**src/rtl/epochtv1_vram_arb.sv**
```systemverilog
// Epoch TV-1 VRAM arbiter: renderer/CPU access to the two 4 KiB x 8 banks with bounded CPU wait.
// Optional VRAM_WBUF_EN adds a one-entry posted CPU write buffer.
module epochtv1_vram_arb #(
  parameter int CPU_MAX_WAIT = 4,
  parameter int AW           = 12
) (
  input  logic          CLK,
  input  logic          RES,
  input  logic          CE,
  input  logic          R_REQ,
  input  logic [AW-1:0] R_A,
  output logic [15:0]   R_D,
  output logic          R_ACK,
  input  logic          C_REQ,
  input  logic          C_WE,
  input  logic [AW:0]   C_A,
  input  logic [7:0]    C_DI,
  output logic [7:0]    C_DO,
  output logic          C_ACK,
  output logic [AW-1:0] VAA,
  output logic [AW-1:0] VBA,
  input  logic [7:0]    VAD_I,
  input  logic [7:0]    VBD_I,
  output logic [7:0]    VAD_O,
  output logic [7:0]    VBD_O,
  output logic          nVARD,
  output logic          nVBRD,
  output logic          nVAWR,
  output logic          nVBWR,
  output logic          BUSY
);
  localparam int CW = $clog2(CPU_MAX_WAIT + 1);
  localparam logic [CW-1:0] WMAX = CW'(CPU_MAX_WAIT);

  typedef enum logic {IDLE, ACC} state_t;
  state_t state;

  logic [CW-1:0] wcnt;
  logic          gnt_r, gnt_we, gnt_bank;
  logic          cpu_pend, c_bank, c_we, wb_full;
  logic [AW-1:0] c_addr;
  logic [7:0]    c_data;

`ifdef VRAM_WBUF_EN
  logic          wb_vld, wb_bank;
  logic [AW-1:0] wb_addr;
  logic [7:0]    wb_data;

  // Writes only reach VRAM through the buffer; a pending drain outranks CPU reads.
  always_comb begin
    cpu_pend = wb_vld | (C_REQ & ~C_WE);
    c_bank   = wb_vld ? wb_bank : C_A[0];
    c_we     = wb_vld;
    c_addr   = wb_vld ? wb_addr : C_A[AW:1];
    c_data   = wb_data;
  end
  assign wb_full = wb_vld;
`else
  assign cpu_pend = C_REQ;
  assign c_bank   = C_A[0];
  assign c_we     = C_WE;
  assign c_addr   = C_A[AW:1];
  assign c_data   = C_DI;
  assign wb_full  = 1'b0;
`endif

  assign BUSY = (state == ACC) | wb_full;

  always_ff @(posedge CLK or posedge RES) begin
    if (RES) begin
      state    <= IDLE;
      wcnt     <= '0;
      gnt_r    <= 1'b0;
      gnt_we   <= 1'b0;
      gnt_bank <= 1'b0;
      VAA      <= '0;
      VBA      <= '0;
      VAD_O    <= '0;
      VBD_O    <= '0;
      nVARD    <= 1'b1;
      nVBRD    <= 1'b1;
      nVAWR    <= 1'b1;
      nVBWR    <= 1'b1;
      R_D      <= '0;
      C_DO     <= '0;
      R_ACK    <= 1'b0;
      C_ACK    <= 1'b0;
`ifdef VRAM_WBUF_EN
      wb_vld   <= 1'b0;
      wb_bank  <= 1'b0;
      wb_addr  <= '0;
      wb_data  <= '0;
`endif
    end else begin
      // ACKs are single-CLK pulses regardless of CE
      R_ACK <= 1'b0;
      C_ACK <= 1'b0;
      if (CE) begin
        if (!cpu_pend) wcnt <= '0;
`ifdef VRAM_WBUF_EN
        if (C_REQ && C_WE && !wb_vld) begin
          wb_vld  <= 1'b1;
          wb_bank <= C_A[0];
          wb_addr <= C_A[AW:1];
          wb_data <= C_DI;
          C_ACK   <= 1'b1;
        end
`endif
        case (state)
          IDLE: begin
            if (R_REQ && wcnt < WMAX) begin
              state <= ACC;
              gnt_r <= 1'b1;
              VAA   <= R_A;
              VBA   <= R_A;
              nVARD <= 1'b0;
              nVBRD <= 1'b0;
              if (cpu_pend) wcnt <= wcnt + CW'(1);
            end else if (cpu_pend) begin
              state    <= ACC;
              gnt_r    <= 1'b0;
              gnt_we   <= c_we;
              gnt_bank <= c_bank;
              wcnt     <= '0;
              if (c_bank) begin
                VBA <= c_addr;
                if (c_we) begin
                  VBD_O <= c_data;
                  nVBWR <= 1'b0;
                end else begin
                  nVBRD <= 1'b0;
                end
              end else begin
                VAA <= c_addr;
                if (c_we) begin
                  VAD_O <= c_data;
                  nVAWR <= 1'b0;
                end else begin
                  nVARD <= 1'b0;
                end
              end
            end
          end
          ACC: begin
            state <= IDLE;
            nVARD <= 1'b1;
            nVBRD <= 1'b1;
            nVAWR <= 1'b1;
            nVBWR <= 1'b1;
            if (gnt_r) begin
              R_D   <= {VBD_I, VAD_I};
              R_ACK <= 1'b1;
            end else begin
              if (!gnt_we) C_DO <= gnt_bank ? VBD_I : VAD_I;
`ifdef VRAM_WBUF_EN
              if (gnt_we) wb_vld <= 1'b0;
              else        C_ACK  <= 1'b1;
`else
              C_ACK <= 1'b1;
`endif
            end
          end
          default: state <= IDLE;
        endcase
      end
    end
  end
endmodule

```
**config.mk**
```make
export PLATFORM = sky130hd
export DESIGN_NAME = epochtv1_vram_arb
export DESIGN_NICKNAME = d
export VERILOG_FILES = /design/src/rtl/epochtv1_vram_arb.sv
export SDC_FILE = /design/constraint.sdc
export NUM_CORES = 1
export LEC_CHECK = 0
export CAP_MARGIN = 20
export CORE_ASPECT_RATIO = 1.2
export CORE_MARGIN = 3
export CORE_UTILIZATION = 25
export CTS_BUF_LIST = sky130_fd_sc_hd__clkbuf_16
export CTS_CLUSTER_DIAMETER = 100
export DETAILED_ROUTE_END_ITERATION = 16
export PLACE_DENSITY_LB_ADDON = 0.08
export SETUP_SLACK_MARGIN = 0.02
export SYNTH_ARGS = -nofsm -noshare
export SYNTH_HDL_FRONTEND = slang
export SYNTH_SLANG_ARGS = --single-unit
export TNS_END_PERCENT = 1
```
**constraint.sdc**
```tcl
create_clock -name CLK -period 2.8 [get_ports CLK]
set_clock_uncertainty 0.2 [all_clocks]
set_input_delay 0.28 -clock CLK [delete_from_list [all_inputs] [get_ports CLK]]
set_output_delay 0.28 -clock CLK [all_outputs]
set_load 0.01 [all_outputs]
```
==> impl_results.md, run 1 <==
* Status: finished, final reports clean
* WHS at between 0.08 and 0.09 ns
* Hold crit path type: primary input to asynchronous set/reset pin
* Hold bufs inserted after CTS at 0
* P&R area growth vs syn at 53.01%
* Row count at 45
* Clk_lat worst skew at 0.33 ns
* Vias in the first global route at roughly 2,400
* Nets at 415
* Initial DRC Count at 60
* Critical path startpoint category: flip-flop
* H-tree Lvls at 3
* Post-route setup TNS at 0 ns
* Slowest cell on crit path: dfrtp_1
* Die Y at 131.6 um
* Starting Density at 0.2573
* Cell Chain, Critical Path: clkdlybuf4s50_1
* Gr ovfl total at 0
* Met2 Routed Length at 3953 um
* Max-cap violation count at 0
* Mapped cell area at 3288 um^2
* Syn. warnings at 0
* Clock sink count at 77
* CP max stage delay at about 0.67 ns
* CTS Buf Count at 9
* Largest net degree at the start of global routing at 29
* CP Max Fanout at 11
* CTS tree: yes
* Post-CTS setup buffer count at 0
* EDFF count, synth at 0
* Relative slew slack at 0.6306
* Synth top area share at 0.5556
* N_diodes at 0
* Syn_nets at roughly 280
* CP endpoint kind: primary output
* Final period utilization at 0.7547
* Critical path data required time at between 2 and 2.5 ns
* VDD IR-drop max at 258.5 uV
* GP Congestion at ~0.70
* Post-cts sizing count at 0
* Post-synth top cells: dfrtp_1, mux2_2, nor2_1, a21oi_1, mux2i_1
* First-pass GRT wire length at approximately 13,000 um
* WL per Instance at between 15 and 20 um
* Least-Margin Pin Slew at around 0.55 ns
* Post-synth ARST share at 1.000
* WL final at 8012 um
* Synth area leader: dfrtp_1
* WL met1 at roughly 3200 um
* PD cells at about 800 nW/um^2
* Detail Placement HPWL at just over 6000 um
* Ports at 126
* Final hold violation count at 0
* Root Driver: clkbuf_16
* Tot Pwr at 0.004111 W
* DRT antenna net count at 0
* Top Layer Used: met4
* Leak at roughly 2.1 nW
* Max Root-Sink Buffers at 2
* Via count at roughly 2,200
* Top-count cell post-synth: dfrtp_1
* Avg Inst Size Synth at 14.49 um^2
* Clock-pin slew of the registers on the worst-case setup and hold paths at about 0.060 ns
* CP Buf/Inv Count at 1
* Vias per std cell at ~4.2
* Layout cell share with drive strength beyond 1 at 0.2912
* First drt pass iteration count at 4
* Register area share after synthesis at 0.5875
* Die Area at approximately 15,000 um^2
* Die width at around 110 um
* Yosys cell types at 32
* Initial antenna violation count at 0
* Fmax at 0.4733 GHz
* Critical path type: flip-flop to primary output
* Post-layout minimum cycle time at roughly 2.1 ns
* Primary FF master, synth: dfrtp_1
* IO buf count at 125
* # setup viols final at 0
* DR WL met3 at 736 um
* Cell count after synthesis at between 200 and 250
* Core ar. at around 13,000 um^2
* Crit path max-delay family: flip-flops
* GRT Overall Usage at 0.1140
* Count of pins over their slew limit at 0
* Top post-synthesis cells by area: dfrtp_1, mux2_2, mux2_4
* RSZ-0062 raised after global routing: false
* DRC at 0
* Synth Register Bits at 77
* Worst EP arrival at roughly 1.6 ns
## metrics by stage
stage | area [um^2] | util | cells | setup WS (ns)
final | 5031 | 0.3936 | 528 | 0.6870
after CTS | 5031 | 0.3936 | 528 | 0.6463
after floorplan | 3288 | - | 227 | 0.3599
after detailed placement | 4731 | 0.3701 | 512 | 0.4151
after global placement | 4731 | 0.3701 | 512 | 0.4453
after global routing | 5031 | 0.3936 | 528 | 0.5997
## cells in the final DEF, fill, tap and decap left out, types with 2 or more instances in the layout
master and instances:
a21boi_0 2, a21oi_1 9, a21oi_2 2, a31o_2 2
buf_4 6, clkbuf_16 9, clkdlybuf4s50_1 125, clkinv_2 2
clkinvlp_4 3, dfrtp_1 73, dfstp_2 4, inv_1 3
mux2_2 62, mux2_4 8, mux2i_1 9, nand2_1 8
nand2b_1 3, nand3b_1 2, nor2_1 10, nor3_4 2
o21ai_0 5
## registers in the layout, indices dropped and copies added, names as in the netlist
name / flops
VBA: 12
VAD_O: 8
R_D: 16
gnt_we: 1
R_ACK: 1
nVBRD: 1
gnt_r: 1
C_ACK: 1
nVBWR: 1
wcnt: 3
C_DO: 8
VAA: 12
nVAWR: 1
BUSY: 1
nVARD: 1
gnt_bank: 1
VBD_O: 8
## kinds of logic (layout without fill, tap and decap cells)
| kind of cell | after synthesis | after routing | share of synthesized area |
|---|---|---|---|
| buf+inv | 15 | 152 | 0.02891 |
| compound gates | 23 | 23 | 0.04376 |
| simple gates | 32 | 32 | 0.05974 |
| fa+ha+maj | 1 | 1 | 0.003805 |
| mux | 79 | 79 | 0.2763 |
| flops | 77 | 77 | 0.5875 |
## metal layers
metal | vias to the layer above | global-route usage
li1 | 1066 | -
met1 | 1080 | 0.1302
met2 | 89 | 0.1866
met3 | 8 | 0.04836
met4 | 0 | 0.04791
met5 | - | 0
## cell type report
type / instances / area (um^2)
clock buffers: 9 / 225.2
clock inverters: 7 / 75.07
fillers: 1275 / 7750
well taps: 164 / 205.2
flip-flops and latches: 77 / 1932
repair buffers: 132 / 1316
multi-input cells: 135 / 1261
inverters: 4 / 16.27
## final timing paths
kind | slack, ns | from | cells after the start | to
max in group asynchronous | 1.63 | RES | 3 | nVBWR
worst min register to register | 0.28 | nVBWR | 2 | nVBWR
worst min-delay path | 0.08 | RES | 2 | VBA[2]
worst max-delay path | 0.69 | BUSY | 1 | BUSY
worst max register to register | 0.87 | BUSY | 4 | VBA[5]
min in group CLK | 0.28 | nVBWR | 2 | nVBWR
## worst reg2reg max path, cell delays in order, from the launching register on
cell      delay, ns
dfrtp_1        0.57
nand2b_1       0.33
a21oi_2        0.13
buf_4          0.24
mux2_2         0.36
## power by group
part / leakage, nW / switching, W / total (W) / internal (W)
Sequential: 0.918 / 0.000192 / 0.00163 / 0.00144
Clock: 0.138 / 0.000462 / 0.00115 / 0.000693
Combinational: 1.03 / 0.000472 / 0.00133 / 0.000853
Note: power is estimated with default switching activity, not from simulation.
==> run 2: changes to the inputs <==
==> constraint.sdc (replaced) <==
create_clock -name CLK -period 2.1 [get_ports CLK]
set_clock_uncertainty 0.2 [all_clocks]
set_input_delay 0.21 -clock CLK [delete_from_list [all_inputs] [get_ports CLK]]
set_output_delay 0.21 -clock CLK [all_outputs]
set_load 0.01 [all_outputs]
==> run 2 against run 1 <==
Net effect: global-route usage about the same; register-to-register slack worse by 0.53 ns; setup slack worse by 0.55 ns; die area stayed put; combinational power is 36% higher; wire length increased by 1.0%; flip-flop and latch count did not move; clock power rose by 53%; sequential power increased by 33%; via count rose by 2.2%; non-clock buffer count up 8.
==> impl_results.md, run 2 (synthesis gave the netlist of run 1 again) <==
* Initial DRC Count at 49 (-18%)
* CP Max Fanout at 8 (-3)
* Core ar. at 12,780 um^2 (unchanged)
* Via count at 2,292 (+2.2%)
* Post-cts sizing count at 0 (unchanged)
* Ports at 126 (unchanged)
* Final hold violation count at 0 (unchanged)
* WL per Instance at 15.10 um (-0.51%)
* Top Registers: R_D x16, VAA x12, VBA x12
* RSZ-0062 raised after global routing: false
* Most common cell after layout, fill and taps aside: clkdlybuf4s50_1
* Vias per std cell at 4.276 (+0.66%)
* Status: finished, final reports clean
* CP endpoint kind: primary output
* Clk_lat worst skew at 0.33 ns (about the same)
* Critical path startpoint category: flip-flop
* Finished Layout Cells at 536 (+1.5%)
* FF-to-FF path depth at 4 (unchanged)
* Register with the most flip-flops: R_D
* Row count at 45 (unchanged)
* Clock-pin slew of the registers on the worst-case setup and hold paths at 0.06 ns (about the same)
* Leak at 2.166 nW (+3.9%)
* Die Y at 131.6 um (unchanged)
* DRC at 0 (unchanged)
* GRT Overall Usage at 0.1143 (+0.0003126)
* # setup viols final at 0 (unchanged)
* First-pass GRT wire length at 13,160 um (+1.4%)
* CTS tree: yes
* Reg-to-reg startpoint: wcnt[2]
* Clock sink count at 77 (unchanged)
* Post-CTS setup buffer count at 0 (unchanged)
* First drt pass iteration count at 4 (unchanged)
* Gr ovfl total at 0 (unchanged)
* Max Root-Sink Buffers at 2 (unchanged)
* Nets at 423 (+1.9%)
* Fmax at about 0.5 GHz
* Critical path type: flip-flop to primary output
* Root Driver: clkbuf_16
* WL final at 8092 um (+1.0%)
* CTS Buf Count at 9 (unchanged)
* Hold crit path type: primary input to asynchronous set/reset pin
* Relative slew slack at 0.6179 (-0.01270)
* Max-cap violation count at 0 (unchanged)
* Post-layout minimum cycle time at slightly below 2 ns
* Die Area at 14,570 um^2 (unchanged)
* Hold bufs inserted after CTS at 0 (unchanged)
* Detail Placement HPWL at 6047 um (about the same)
* Initial antenna violation count at 0 (unchanged)
* DRT antenna net count at 0 (unchanged)
* Post-route setup TNS at 0 ns (unchanged)
* FF-to-FF End: VAA[3]
* Largest net degree at the start of global routing at 53 (+83%)
* IO buf count at 125 (unchanged)
* Finished Core Util at 0.4066 (+0.01292)
* Post-route setup slack at 0.1401 ns (-0.5469 ns)
* Setup WS pre-CTS at 0.009518 ns (-0.4056 ns)
* Die width at 110.7 um (unchanged)
* # placed instances at 520 (+1.6%)
* Starting Density at 0.2573 (unchanged)
* Most frequent cells in the layout: clkdlybuf4s50_1, dfrtp_1, mux2_2
* Vias in the first global route at 2,433 (+1.1%)
* Critical path data required time at 1.69 ns (-0.63 ns)
* R2R Setup Slk at 0.34 ns (-0.53 ns)
* Max reg flops at 16 (unchanged)
* Least-Margin Pin Slew at 0.5732 ns (+0.01905 ns)
* P&R area growth vs syn at 58.03%
* Final period utilization at 0.9333
* Worst EP arrival at 1.55 ns (-0.08 ns)
* Fill cell count at 1,251 (-1.9%)
* H-tree Lvls at 3 (unchanged)
* PD cells at 1103 nW/um^2 (+35%)
* N_diodes at 0 (unchanged)
* Count of pins over their slew limit at 0 (unchanged)
* Layout cell share with drive strength beyond 1 at 0.3038 (+0.01255)
* GP Congestion at 0.7186 (+2.8%)
* VDD IR-drop max at 474.9 uV (+84%)
-- run 2: cell count changes in the layout (fill, tap and decap cells not counted), sizes merged --
cell | before | now
bufinv | 1 | 3
clkinv | 3 | 2
clkinvlp | 3 | 2
buf | 7 | 15
-- run 2: metal layers --
| metal | global-route usage | share of wire | up-vias |
|---|---|---|---|
| met2 | 0.1815 | 0.48 | 86 |
| met1 | 0.1355 | 0.41 | 1103 |
| met3 | 0.05297 | 0.094 | 11 |
| li1 | - | - | 1092 |
| met5 | 0 | 0 | - |
| met4 | 0.04107 | 0.016 | 0 |
-- run 2: critical path, stage by stage (launching register included) --
cell	delay (ns)
dfrtp_1	0.46
buf_4	0.22
clkdlybuf4s50_1	0.55
-- run 2: layout make-up --
class                      count  area [um^2]  share of cell area
clock buffer                   9        225.2             0.04334
clock inverter                 7        115.1             0.02215
inverter                       4        18.77            0.003612
multi-input combinational    135         1261              0.2427
sequential                    77         1932              0.3718
tap                          164        205.2             0.03949
timing repair buffer         140         1439              0.2769
-- run 2: power breakdown --
group | leakage [nW] | internal (W) | switching [W]
Combinational | 1.08 | 0.00116 | 0.000648
Clock | 0.167 | 0.00116 | 0.000604
Sequential | 0.918 | 0.00192 | 0.000244
Total | 2.17 | 0.00423 | 0.00150
-- run 2: worst max-delay path by stage --
stage          startpoint        to  slack, ns  cells past startpoint
2_1_floorplan        BUSY    VAA[0]       0.33                      5
3_3_place_gp        C_REQ  VAD_O[4]       0.05                      5
3_5_place_dp        C_REQ  VAD_O[5]       0.01                      5
4_1_cts              BUSY      BUSY       0.10                      2
5_1_grt              BUSY      BUSY       0.06                      2
6_report             BUSY      BUSY       0.14                      2
-- run 2: metrics by stage --
step	instance area [um^2]	power (W)	hold slack (ns)
2_1_floorplan	3292	0.002910	0.1605
3_5_place_dp	4856	0.004040	0.2823
5_1_grt	5196	0.006058	0.1625
3_3_place_gp	4856	0.004029	0.2776
6_report	5196	0.005731	0.1272
4_1_cts	5196	0.005833	0.1503
==> run 3: changes to the inputs <==
--- a/config.mk
+++ b/config.mk
@@ -5,6 +5,7 @@
 export SDC_FILE = /design/constraint.sdc
 export NUM_CORES = 1
 export LEC_CHECK = 0
+export ABC_AREA = 1
 export CAP_MARGIN = 20
 export CORE_ASPECT_RATIO = 1.2
 export CORE_MARGIN = 3
@@ -14,6 +15,7 @@
 export DETAILED_ROUTE_END_ITERATION = 16
 export PLACE_DENSITY_LB_ADDON = 0.08
 export SETUP_SLACK_MARGIN = 0.02
+export SKIP_CTS_REPAIR_TIMING = 1
 export SYNTH_ARGS = -nofsm -noshare
 export SYNTH_HDL_FRONTEND = slang
 export SYNTH_SLANG_ARGS = --single-unit
==> run 3 against run 2 <==
Net effect: hold slack better by 0.025 ns; clock-buffer cell count unchanged; critical path depth is 1 lower; synthesized cell count grew 78%; via count is 35% higher; synthesized area up 2.9%; clock power shrank 15%; wire length rose by 25%; sequential share of layout area increased by 0.51 points; flip-flop and latch count stayed put; largest cell class unchanged; largest power group unchanged.
==> impl_results.md, run 3 <==
* Mapped cell area at 3382 um^2 (+2.9%)
* Clock sink count at 77 (unchanged)
* CTS Buf Count at 9 (unchanged)
* VDD IR-drop max at 455.1 uV (-4.2%)
* Hold crit path type: primary input to asynchronous set/reset pin
* R2R Setup Slk at 0.39 ns (+0.05 ns)
* Max Root-Sink Buffers at 2 (unchanged)
* Tot Pwr at 0.005680 W (-0.88%)
* Most common cell after layout, fill and taps aside: nand2_1
* Fill cell count at 1,358 (+8.6%)
* Largest net degree at the start of global routing at 78 (+47%)
* CP endpoint kind: primary output
* Crit path from: BUSY
* Top post-synthesis cells by area: dfrtp_1, nand2_1, nand3_1
* Leak at 2.455 nW (+13%)
* DRC at 0 (unchanged)
* H-tree Lvls at 3 (unchanged)
* Max reg flops at 16 (unchanged)
* Most frequent cells in the layout: nand2_1, clkdlybuf4s50_1, dfrtp_1
* Switching share of power at 0.3085 (+0.04744)
* Post-synthesis simple-gate area fraction at 0.3019 (+0.2421)
* P_int at 0.003928 W (-7.2%)
* Layout cell share with drive strength beyond 1 at 0.07435 (-0.2294)
* Synth top area share at 0.5401 (-0.01541)
* Initial antenna violation count at 0 (unchanged)
* Gr ovfl total at 0 (unchanged)
* P&R area growth vs syn at 51.57%
* CTS tree: yes
* Cell Chain, Critical Path: clkdlybuf4s50_1
* Register with the most flip-flops: R_D
* Primary FF master, synth: dfrtp_1
* Largest family of logic cells by synthesized area: simple AND/OR/NAND/NOR gates
* CP Buf/Inv Count at 1 (-1)
* Relative slew slack at 0.5998 (-0.01810)
* Synth Area in XOR/XNOR at 0 (unchanged)
* WL per Instance at 14.41 um (-4.5%)
* Clock-pin slew of the registers on the worst-case setup and hold paths at 0.06 ns (about the same)
* RSZ-0062 raised after global routing: false
* Nets at 589 (+39%)
* Syn_nets at 460 (+63%)
* Final hold violation count at 0 (unchanged)
* Ports at 126 (unchanged)
* First-pass GRT wire length at 16,390 um (+25%)
* Worst EP arrival at 1.51 ns (-0.04 ns)
* Count of pins over their slew limit at 0 (unchanged)
* Via count at 3,094 (+35%)
* Row count at 45 (unchanged)
* Mux contribution to synthesized area at 0 (-0.2763)
* Synth area leader: dfrtp_1
* Max-cap violation count at 0 (unchanged)
* Reg-to-reg startpoint: BUSY
* Compound-Gate Fraction of Synth Area at 0.06770 (+0.02394)
* IO buf count at 125 (unchanged)
* # setup viols final at 0 (unchanged)
* Gate power share at 0.340 (+0.025)
* CP max stage delay at 0.61 ns (+0.06 ns)
* Final period utilization at 0.9140 (-0.01934)
* Post-route setup TNS at 0 ns (unchanged)
* Synth Register Bits at 77 (unchanged)
* GRT Overall Usage at 0.1379 (+0.02361)
* EDFF count, synth at 0 (unchanged)
* Syn. warnings at 0 (unchanged)
* Clk_lat worst skew at 0.33 ns (about the same)
* Core ar. at 12,950 um^2 (+1.3%)
* Register area share after synthesis at 0.5712 (-0.01630)
* FF+latch area at 1932 um^2 (unchanged)
* Top Registers: R_D x16, VAA x12, VBA x12
* Synth Area in Adders at 0.003700 (-0.0001056)
* Avg Inst Size Synth at 8.371 um^2 (-42%)
* Clk pwr share at 0.264 (-0.043)
* Post-layout minimum cycle time at 1.919 ns (-0.04061 ns)
* Fmax at 0.5210 GHz (+2.1%)
* First drt pass iteration count at 4 (unchanged)
* Vias in the first global route at 3,151 (+30%)
* Vias per std cell at 4.407 (+3.1%)
* Starting Density at 0.2612 (+0.003891)
* Least-Margin Pin Slew at 0.6003 ns (+0.02714 ns)
* Root Driver: clkbuf_16
* Sequential Power Share at 0.396 (+0.019)
* Yosys cell types at 23 (-28%)
* WL final at 10,120 um (+25%)
* Area of the multi-input gates at 1262 um^2 (about the same)
* Status: finished, final reports clean
* Critical path data required time at 1.69 ns (about the same)
* Top-count cell post-synth: nand2_1
* CP Max Fanout at 9 (+1)
* Critical path startpoint category: flip-flop
* Initial DRC Count at 175 (+260%)
* DRT antenna net count at 0 (unchanged)
* Crit path max-delay family: buffers and inverters
* Die width at 112.2 um (+1.3%)
* Post-synth top cells: nand2_1, dfrtp_1, nand3_1, o21ai_0, nor2_1
* GP Congestion at 0.7532 (+4.8%)
* Cell count after synthesis at 404 (+78%)
* Die Y at 133.4 um (+1.4%)
* Critical path type: flip-flop to primary output
* PD cells at 1108 nW/um^2 (+0.48%)
* Post-synth ARST share at 1.000 (unchanged)
* Slowest cell on crit path: clkdlybuf4s50_1
* NetSw at 0.001753 W (+17%)
* N_diodes at 0 (unchanged)
* Die Area at 14,970 um^2 (+2.7%)
* Detail Placement HPWL at 7398 um (+22%)
==> run 3: cell types whose count changed after synthesis, sizes merged, moves of 3 or more <==
cell,previous run,this run
a21oi,11,20
buf,10,15
inv,4,21
mux2,70,0
mux2i,9,0
nand2,8,171
nand2b,3,0
nand3,2,41
nand4,1,8
nor2,10,22
o21ai,5,22
==> run 3: logic make-up after synthesis <==
logic type      after synthesis
simple gates                243
buf+inv                      40
fa+ha+maj                     1
compound gates               43
flops                        77
==> run 3: area by class of cell <==
| cell class | instances | area share |
|---|---|---|
| Clock buffer | 9 | 0.04393 |
| Clock inverter | 7 | 0.01098 |
| Timing Repair Buffer | 136 | 0.2651 |
| Sequential cell | 77 | 0.3769 |
| Inverter | 22 | 0.01684 |
| Tap cell | 164 | 0.04003 |
| Multi-Input combinational cell | 287 | 0.2463 |
==> run 3: metal layers <==
metal,vias to the layer above,share of wire,track usage
met2,74,0.50,0.2306
met5,-,0,0
met1,1456,0.44,0.1765
met4,0,0.014,0.05678
met3,9,0.040,0.02317
li1,1555,-,-
==> run 3: path summary, 6_finish.rpt <==
path,endpoint,cells after the start
max in group asynchronous,nVARD,3
setup reg to reg,R_D[15],5
hold reg to reg,nVBRD,2
setup / recovery,BUSY,1
min in group CLK,R_D[14],3
hold / removal,VBA[3],3
==> run 3: power by group through the flow <==
stage,sequential [W],clock [W],combinational (W)
global route,0.00232,0.00161,0.00212
global placement,0.00227,0,0.00195
CTS,0.00226,0.00154,0.00198
floorplan,0.00242,0,0.000585
detailed placement,0.00228,0,0.00197
finish,0.00225,0.00150,0.00193
==> run 3: per-stage QoR <==
| stage | worst slack (ns) | area, um^2 | std cells | utilization | hold WS (ns) |
|---|---|---|---|---|---|
| after floorplan | 0.6377 | 3386 | 404 | - | 0.1196 |
| after global placement | 0.03853 | 4845 | 686 | 0.3741 | 0.2499 |
| after detailed placement | 0.03220 | 4845 | 686 | 0.3741 | 0.2526 |
| after CTS | 0.1571 | 5126 | 702 | 0.3958 | 0.1740 |
| after global routing | 0.1282 | 5126 | 702 | 0.3958 | 0.2096 |
| final | 0.1807 | 5126 | 702 | 0.3958 | 0.1522 |
